**config.mk**
```make
export PLATFORM = sky130hd
export DESIGN_NAME = pmci_spi_csr_bridge
export DESIGN_NICKNAME = d
export VERILOG_FILES = /design/src/rtl/pmci_spi_bridge_pkg.sv /design/src/rtl/pmci_spi_av_master.sv /design/src/rtl/pmci_spi_csr_bridge.sv
export SDC_FILE = /design/constraint.sdc
export NUM_CORES = 1
export LEC_CHECK = 0
export BUFFER_PORTS_ARGS = -buffer_cell sky130_fd_sc_hd__buf_2
export CELL_PAD_IN_SITES_DETAIL_PLACEMENT = 1
export CELL_PAD_IN_SITES_GLOBAL_PLACEMENT = 2
export CORE_MARGIN = 5
export CORE_UTILIZATION = 32
export DETAILED_ROUTE_END_ITERATION = 10
export GPL_TIMING_DRIVEN = 0
export HOLD_SLACK_MARGIN = 0.03
export PLACE_DENSITY = 0.88
export RECOVER_POWER = 25
export SYNTH_ARGS = -nofsm -noshare
export SYNTH_HDL_FRONTEND = slang
export SYNTH_HIERARCHICAL = 1
export SYNTH_SLANG_ARGS = --single-unit
```
**constraint.sdc**
```tcl
create_clock -name clk -period 2.9 [get_ports clk]
set_clock_uncertainty 0.05 [all_clocks]
set_input_delay 0.145 -clock clk [delete_from_list [all_inputs] [get_ports clk]]
set_output_delay 0.145 -clock clk [all_outputs]
set_load 0.005 [all_outputs]
```
**src/rtl/pmci_spi_bridge_pkg.sv**
```systemverilog
// pmci_spi_bridge_pkg
//   Shared definitions for the PMCI SPI CSR bridge: register offsets inside
//   the PMCI window, SPI_CSR bit positions and the Avalon-MM master FSM states.
package pmci_spi_bridge_pkg;

   // Register byte offsets within the PMCI window
   localparam logic [15:0] SPI_CSR_OFS   = 16'h0400;
   localparam logic [15:0] SPI_AR_OFS    = 16'h0404;
   localparam logic [15:0] SPI_RD_DR_OFS = 16'h0408;
   localparam logic [15:0] SPI_WR_DR_OFS = 16'h040C;

   // SPI_CSR bit positions
   localparam int CSR_WR_REQ = 0;
   localparam int CSR_RD_REQ = 1;
   localparam int CSR_BUSY   = 2;
   localparam int CSR_ERR    = 3;
   localparam int CSR_DONE   = 4;

   // Avalon-MM master states
   typedef enum logic [1:0] {
      ST_IDLE    = 2'd0,
      ST_WR      = 2'd1,
      ST_RD_CMD  = 2'd2,
      ST_RD_WAIT = 2'd3
   } spi_state_e;

endpackage

```
**src/rtl/pmci_spi_av_master.sv**
```systemverilog
// pmci_spi_av_master
//   Runs one Avalon-MM read or write toward the PMCI SPI master per start
//   request, with a per-transaction cycle limit.
// Ports:
//   clk, reset            clock, synchronous active-high reset
//   i_start_wr/i_start_rd one-cycle start requests (write has priority)
//   i_addr, i_wdata       address / write data captured at start
//   o_spi_*, i_spi_*      Avalon-MM master interface
//   o_busy                registered, high whenever the FSM is not idle
//   o_wr_done, o_rd_done  completion pulses (combinational, this cycle)
//   o_timeout             abort pulse: limit reached without completion
module pmci_spi_av_master
   import pmci_spi_bridge_pkg::*;
#(
   parameter int SPI_AW  = 16,
   parameter int TIMEOUT = 1024
) (
   input  logic              clk,
   input  logic              reset,
   input  logic              i_start_wr,
   input  logic              i_start_rd,
   input  logic [SPI_AW-1:0] i_addr,
   input  logic [31:0]       i_wdata,
   output logic [SPI_AW-1:0] o_spi_address,
   output logic              o_spi_write,
   output logic              o_spi_read,
   output logic [31:0]       o_spi_writedata,
   input  logic              i_spi_waitrequest,
   input  logic              i_spi_readdatavalid,
   output logic              o_busy,
   output logic              o_wr_done,
   output logic              o_rd_done,
   output logic              o_timeout
);

   localparam int              CW           = $clog2(TIMEOUT) + 1;
   localparam logic [CW-1:0]   LP_CNT_LAST  = CW'(TIMEOUT - 1);
   localparam logic [CW-1:0]   LP_CNT_ONE   = {{(CW-1){1'b0}}, 1'b1};

   spi_state_e        r_state;
   logic [CW-1:0]     r_cnt;
   logic [SPI_AW-1:0] r_spi_address;
   logic              r_spi_write;
   logic              r_spi_read;
   logic [31:0]       r_spi_writedata;
   logic              r_busy;

   logic w_wr_done;
   logic w_rd_done;
   logic w_timeout;

   // Completion beats a timeout landing on the same cycle
   assign w_wr_done = (r_state == ST_WR) && !i_spi_waitrequest;
   assign w_rd_done = (r_state == ST_RD_WAIT) && i_spi_readdatavalid;
   assign w_timeout = (r_state != ST_IDLE) && (r_cnt == LP_CNT_LAST)
                      && !w_wr_done && !w_rd_done;

   // Transaction FSM, timeout counter and registered Avalon-MM drive
   always_ff @(posedge clk) begin
      if (reset) begin
         r_state         <= ST_IDLE;
         r_cnt           <= '0;
         r_spi_address   <= '0;
         r_spi_write     <= 1'b0;
         r_spi_read      <= 1'b0;
         r_spi_writedata <= 32'h0;
         r_busy          <= 1'b0;
      end else begin
         case (r_state)
            ST_IDLE: begin
               if (i_start_wr) begin
                  r_state         <= ST_WR;
                  r_cnt           <= '0;
                  r_spi_address   <= i_addr;
                  r_spi_writedata <= i_wdata;
                  r_spi_write     <= 1'b1;
                  r_busy          <= 1'b1;
               end else if (i_start_rd) begin
                  r_state       <= ST_RD_CMD;
                  r_cnt         <= '0;
                  r_spi_address <= i_addr;
                  r_spi_read    <= 1'b1;
                  r_busy        <= 1'b1;
               end
            end
            ST_WR: begin
               if (w_wr_done || w_timeout) begin
                  r_state     <= ST_IDLE;
                  r_spi_write <= 1'b0;
                  r_busy      <= 1'b0;
               end else begin
                  r_cnt <= r_cnt + LP_CNT_ONE;
               end
            end
            ST_RD_CMD: begin
               // The command is accepted on the first non-stalled cycle
               if (w_timeout) begin
                  r_state    <= ST_IDLE;
                  r_spi_read <= 1'b0;
                  r_busy     <= 1'b0;
               end else if (!i_spi_waitrequest) begin
                  r_state    <= ST_RD_WAIT;
                  r_spi_read <= 1'b0;
                  r_cnt      <= r_cnt + LP_CNT_ONE;
               end else begin
                  r_cnt <= r_cnt + LP_CNT_ONE;
               end
            end
            ST_RD_WAIT: begin
               if (w_rd_done || w_timeout) begin
                  r_state <= ST_IDLE;
                  r_busy  <= 1'b0;
               end else begin
                  r_cnt <= r_cnt + LP_CNT_ONE;
               end
            end
            default: begin
               r_state     <= ST_IDLE;
               r_spi_write <= 1'b0;
               r_spi_read  <= 1'b0;
               r_busy      <= 1'b0;
            end
         endcase
      end
   end

   assign o_spi_address   = r_spi_address;
   assign o_spi_write     = r_spi_write;
   assign o_spi_read      = r_spi_read;
   assign o_spi_writedata = r_spi_writedata;
   assign o_busy          = r_busy;
   assign o_wr_done       = w_wr_done;
   assign o_rd_done       = w_rd_done;
   assign o_timeout       = w_timeout;

endmodule

```
**src/rtl/pmci_spi_csr_bridge.sv**
```systemverilog
// pmci_spi_csr_bridge
//   Host CSR slave for the PMCI SPI window (SPI_CSR, SPI_AR, SPI_RD_DR,
//   SPI_WR_DR). Host register writes launch single Avalon-MM transactions
//   through pmci_spi_av_master; this level holds the registers and read mux.
// Ports:
//   clk, reset                        clock, synchronous active-high reset
//   csr_addr/write/read/wdata         host CSR access (byte offset in window)
//   csr_rdata, csr_rvalid             read data, valid one cycle after read
//   spi_*                             Avalon-MM master toward the SPI master
//   busy                              transaction in flight
module pmci_spi_csr_bridge
   import pmci_spi_bridge_pkg::*;
#(
   parameter logic [15:0] BASE    = 16'h0400,
   parameter int          SPI_AW  = 16,
   parameter int          TIMEOUT = 1024
) (
   input  logic              clk,
   input  logic              reset,
   input  logic [15:0]       csr_addr,
   input  logic              csr_write,
   input  logic              csr_read,
   input  logic [31:0]       csr_wdata,
   output logic [31:0]       csr_rdata,
   output logic              csr_rvalid,
   output logic [SPI_AW-1:0] spi_address,
   output logic              spi_write,
   output logic              spi_read,
   output logic [31:0]       spi_writedata,
   input  logic              spi_waitrequest,
   input  logic [31:0]       spi_readdata,
   input  logic              spi_readdatavalid,
   output logic              busy
);

   // Register addresses relative to the configured base
   localparam logic [15:0] LP_CSR_A   = BASE;
   localparam logic [15:0] LP_AR_A    = BASE + (SPI_AR_OFS - SPI_CSR_OFS);
   localparam logic [15:0] LP_RD_DR_A = BASE + (SPI_RD_DR_OFS - SPI_CSR_OFS);
   localparam logic [15:0] LP_WR_DR_A = BASE + (SPI_WR_DR_OFS - SPI_CSR_OFS);

   logic [SPI_AW-1:0] r_ar;
   logic [31:0]       r_wr_dr;
   logic [31:0]       r_rd_dr;
   logic              r_err;
   logic              r_done;
   logic [31:0]       r_rdata;
   logic              r_rvalid;

   logic        w_busy;
   logic        w_wr_done;
   logic        w_rd_done;
   logic        w_timeout;
   logic        w_csr_wr;
   logic        w_start_wr;
   logic        w_start_rd;
   logic        w_req_drop;
   logic [31:0] w_rd_mux;

   // A request with both bits set launches only the write
   assign w_csr_wr   = csr_write && (csr_addr == LP_CSR_A);
   assign w_start_wr = w_csr_wr && !w_busy && csr_wdata[CSR_WR_REQ];
   assign w_start_rd = w_csr_wr && !w_busy && csr_wdata[CSR_RD_REQ]
                       && !csr_wdata[CSR_WR_REQ];
   assign w_req_drop = w_csr_wr && w_busy
                       && (csr_wdata[CSR_WR_REQ] || csr_wdata[CSR_RD_REQ]);

   pmci_spi_av_master #(
      .SPI_AW  (SPI_AW),
      .TIMEOUT (TIMEOUT)
   ) u_av_master (
      .clk                 (clk),
      .reset               (reset),
      .i_start_wr          (w_start_wr),
      .i_start_rd          (w_start_rd),
      .i_addr              (r_ar),
      .i_wdata             (r_wr_dr),
      .o_spi_address       (spi_address),
      .o_spi_write         (spi_write),
      .o_spi_read          (spi_read),
      .o_spi_writedata     (spi_writedata),
      .i_spi_waitrequest   (spi_waitrequest),
      .i_spi_readdatavalid (spi_readdatavalid),
      .o_busy              (w_busy),
      .o_wr_done           (w_wr_done),
      .o_rd_done           (w_rd_done),
      .o_timeout           (w_timeout)
   );

   // Host read mux; unmapped offsets read as zero
   always_comb begin
      w_rd_mux = 32'h0;
      case (csr_addr)
         LP_CSR_A: begin
            w_rd_mux[CSR_BUSY] = w_busy;
            w_rd_mux[CSR_ERR]  = r_err;
            w_rd_mux[CSR_DONE] = r_done;
         end
         LP_AR_A:    w_rd_mux[SPI_AW-1:0] = r_ar;
         LP_RD_DR_A: w_rd_mux = r_rd_dr;
         LP_WR_DR_A: w_rd_mux = r_wr_dr;
         default:    w_rd_mux = 32'h0;
      endcase
   end

   // Register file, sticky status bits and registered read port
   always_ff @(posedge clk) begin
      if (reset) begin
         r_ar     <= '0;
         r_wr_dr  <= 32'h0;
         r_rd_dr  <= 32'h0;
         r_err    <= 1'b0;
         r_done   <= 1'b0;
         r_rdata  <= 32'h0;
         r_rvalid <= 1'b0;
      end else begin
         // Address and write data are frozen while a transaction runs
         if (csr_write && !w_busy && (csr_addr == LP_AR_A)) begin
            r_ar <= csr_wdata[SPI_AW-1:0];
         end
         if (csr_write && !w_busy && (csr_addr == LP_WR_DR_A)) begin
            r_wr_dr <= csr_wdata;
         end
         if (w_rd_done) begin
            r_rd_dr <= spi_readdata;
         end
         // Hardware set wins over a host write-1-to-clear
         if (w_timeout || w_req_drop) begin
            r_err <= 1'b1;
         end else if (w_csr_wr && csr_wdata[CSR_ERR]) begin
            r_err <= 1'b0;
         end
         if (w_wr_done || w_rd_done) begin
            r_done <= 1'b1;
         end else if (w_start_wr || w_start_rd || (w_csr_wr && csr_wdata[CSR_DONE])) begin
            r_done <= 1'b0;
         end
         r_rvalid <= csr_read;
         r_rdata  <= csr_read ? w_rd_mux : 32'h0;
      end
   end

   assign csr_rdata  = r_rdata;
   assign csr_rvalid = r_rvalid;
   assign busy       = w_busy;

endmodule

```
==> qor.yml <==
clock_sinks: 179
critPathMaxFanout: 10
holdWs_ns: 0.0989
fin_util: 0.429
synth.top_cell.area_share: 0.496
post_cts_buffers: 0
ys_seq_area_frac: 0.496
antenna_left: 0
dp_hpwl_mm: 18.8
cp_cell_sequence: "dlygate4sd3_1 -> buf_2 -> nor2b_1 -> nand3_1 -> nor3b_2 -> nor4_2 -> or3_4 -> buf_2 -> o311ai_1 -> o41ai_1"
p_leak_nw: 3.49
worst-setup-path-type: "in2reg"
relSlewSlack: 0.413
hp-start: "csr_read"
critical_path_required_ns: 3.13
die_area_sq_mm: 0.0257
async_flop_share: 0
outcome: "completed"
die_h_um: 160
cts_max_path_buffers: 2
met3_length_mm: 1.21
synth-main-ff-cell: "dfxtp_1"
yosysUniqueCellTypes: 53
syn_area_sq_mm: 0.00722
max-vdd-ir-drop_mv: 0.340
fin_crit_sh: 0.910
die_w_um: 160
avgRoutedWirePerCell_um: 19.5
worstSkewPairLatency_ns: 0.43
p_switching_mw: 1.17
synthToLayoutAreaGrowth_pct: 33.1
cts_inserted_buffers: 17
ioPinCount: 170
avgViaCountPerCell: 5.18
cpPeakStageDelay_ns: 0.57
design_area_sq_mm: 0.00961
clockPowerShare: 0.458
syn-mean-instance-area_sq_um: 8.97
synthCells: 805
internal-power_mw: 3.87
critPathBufInv: 3
switching_share: 0.233
h-tree-depth: 4
critPathTopFamily: "simple AND/OR/NAND/NOR gates"
track_usage: 0.205
period_needed_ns: 2.64
yosys_warnings: 6
crit_arrival_ns: 2.87
wl_met2_mm: 12.7
grt_pass1_vias: 7378
hold_viol: 0
path_common_cell: "buf_2"
design.core.area_sq_mm: 0.0224
portBuffers: 168
finalSetupViolCount: 0
synth_edf_count: 0
drv_slew: 0
num_rows: 55
worst_pin_slew_ns: 0.881
vias: 7031
cp-end-kind: "flop"
synth-seq-cells: 179
rsz0062_at_grt: "no"
p_comb_frac: 0.054
m1WireLength_mm: 12.0
fmax_mhz: 379
cts_tree: "yes"
grt_pass1_wl_mm: 41.7
r2r_start: "u_av_master/o_busy$_SDFFE_PP0P_"
drive_above_1_share: 0.204
first_pass_iters: 5
synth_top_area_cell: "dfxtp_1"
slowest_stage: "dlygate4sd3_1"
grt_max_degree: 17
wl_mm: 26.4
place_area_sq_mm: 0.00842
drv_cap: 0
drt_first_iter_violations: 429
antenna_found_initial: 1
hold_class: "in2reg"
routabilityCongestion: 0.815
cts-root-buf: "clkbuf_16"
power_density_mw_per_mm2: 524
critPathLaunchType: "input port"
seqPwrFrac: 0.488
fin_nets: 1145
grt-ovfl-total: 0
start_util: 0.322
drc: 0
top_layer_used: "met4"
mappedNetlistNets: 892
clkTransAtPathRegs_ns: 0.07
synth.area.top_cells: "dfxtp_1 (50%), a21oi_1 (7.6%), mux2i_1 (6.7%)"
crit_start: "csr_write"
-- final timing paths --
kind	endpoint	slack, ns	cells past startpoint
worst min register to register	u_av_master/o_spi_address[6]$_SDFFE_PP0P_	0.41	2
worst max-delay path	u_av_master/r_cnt[5]$_SDFFE_PP0P_	0.26	10
worst min-delay path	csr_rvalid$_SDFF_PP0_	0.1	2
worst max register to register	u_av_master/r_cnt[5]$_SDFFE_PP0P_	0.28	8
-- kinds of logic after synthesis --
family	after synthesis	synth area share
compound gates	202	0.155
fa+ha+maj	1	0.00173
buf+inv	78	0.0521
flops	179	0.496
mux	64	0.0962
simple gates	281	0.199
-- stage by stage --
stage          total power, mW  setup TNS, ns  cells  setup WS [ns]
6_report                  5.04              0   1357          0.262
5_1_grt                   5.22              0   1357          0.115
4_1_cts                   5.08              0   1356          0.105
3_5_place_dp              2.71          -7.77   1258         -0.268
3_3_place_gp              2.71          -5.84   1258         -0.206
2_1_floorplan             2.59              0    805          0.512
-- placed cells by master, fill, tap and decap left out, types with 3 or more instances in the layout --
master and instances:
dfxtp_1 179, clkinv_2 3, dlygate4sd3_1 66, clkbuf_16 17, nor2_2 11, buf_2 139
nand2_1 105, nor4_2 3, o21ai_1 7, nand4_1 37, mux4_2 3, buf_6 7
nor3_1 7, o31ai_1 3, nor2b_1 4, inv_1 7, o21ai_0 49, clkinvlp_4 4
nor2_1 62, nand4b_1 19, a31oi_1 3, a21oi_1 109, clkbuf_1 88, nand3_1 6
mux2_2 13, a22oi_1 13, mux2i_1 48, and3_1 9, inv_6 3
-- metal layers --
metal | GRT usage | up-vias
li1 | - | 3375
met1 | 0.268 | 3440
met2 | 0.338 | 176
met3 | 0.0392 | 40
met4 | 0.0724 | 0
met5 | 0 | -
-- state kept, by name, summed over array words and instances (netlist names), 2 cells and up --
register                     cells
csr_rdata                       32
r_rd_dr                         32
r_wr_dr                         32
u_av_master/o_spi_writedata     32
r_ar                            16
u_av_master/o_spi_address       16
u_av_master/r_cnt               11
u_av_master/r_state              2
-- power by group through the flow --
stage	Combinational [mW]	Clock, mW	Sequential [mW]
after floorplan	0.0789	0	2.51
after global placement	0.195	0	2.51
after detailed placement	0.195	0	2.51
after CTS	0.266	2.36	2.46
after global routing	0.289	2.48	2.46
final	0.270	2.31	2.46
-- cell type report --
cell class,count,area [sq um]
Multi-Input combinational cell,548,3270
Antenna cell,1,2.50
Buffer,71,353
Fill cell,2690,12800
Sequential cell,179,3580
Timing Repair Buffer,234,1440
Tap cell,285,357
Inverter,7,26.3
Clock inverter,14,151
Clock buffer,18,429
-- cell usage after synthesis, types with 10 or more instances --
master,count
nand2_1,105
mux2_2,13
nand4_1,37
nor2_2,10
dfxtp_1,179
clkbuf_1,41
buf_2,19
mux2i_1,48
a22oi_1,13
a21oi_1,109
o21ai_0,49
nor2_1,63
nand4b_1,19
-- repair_timing --
action / in CTS / in global routing
hold buffers: 66 / 0
resized for setup: 0 / 6
setup endpoints to repair: 0 / 28
endpoints found under the hold margin: 84 / 0
(Power assumes the default switching activity.)
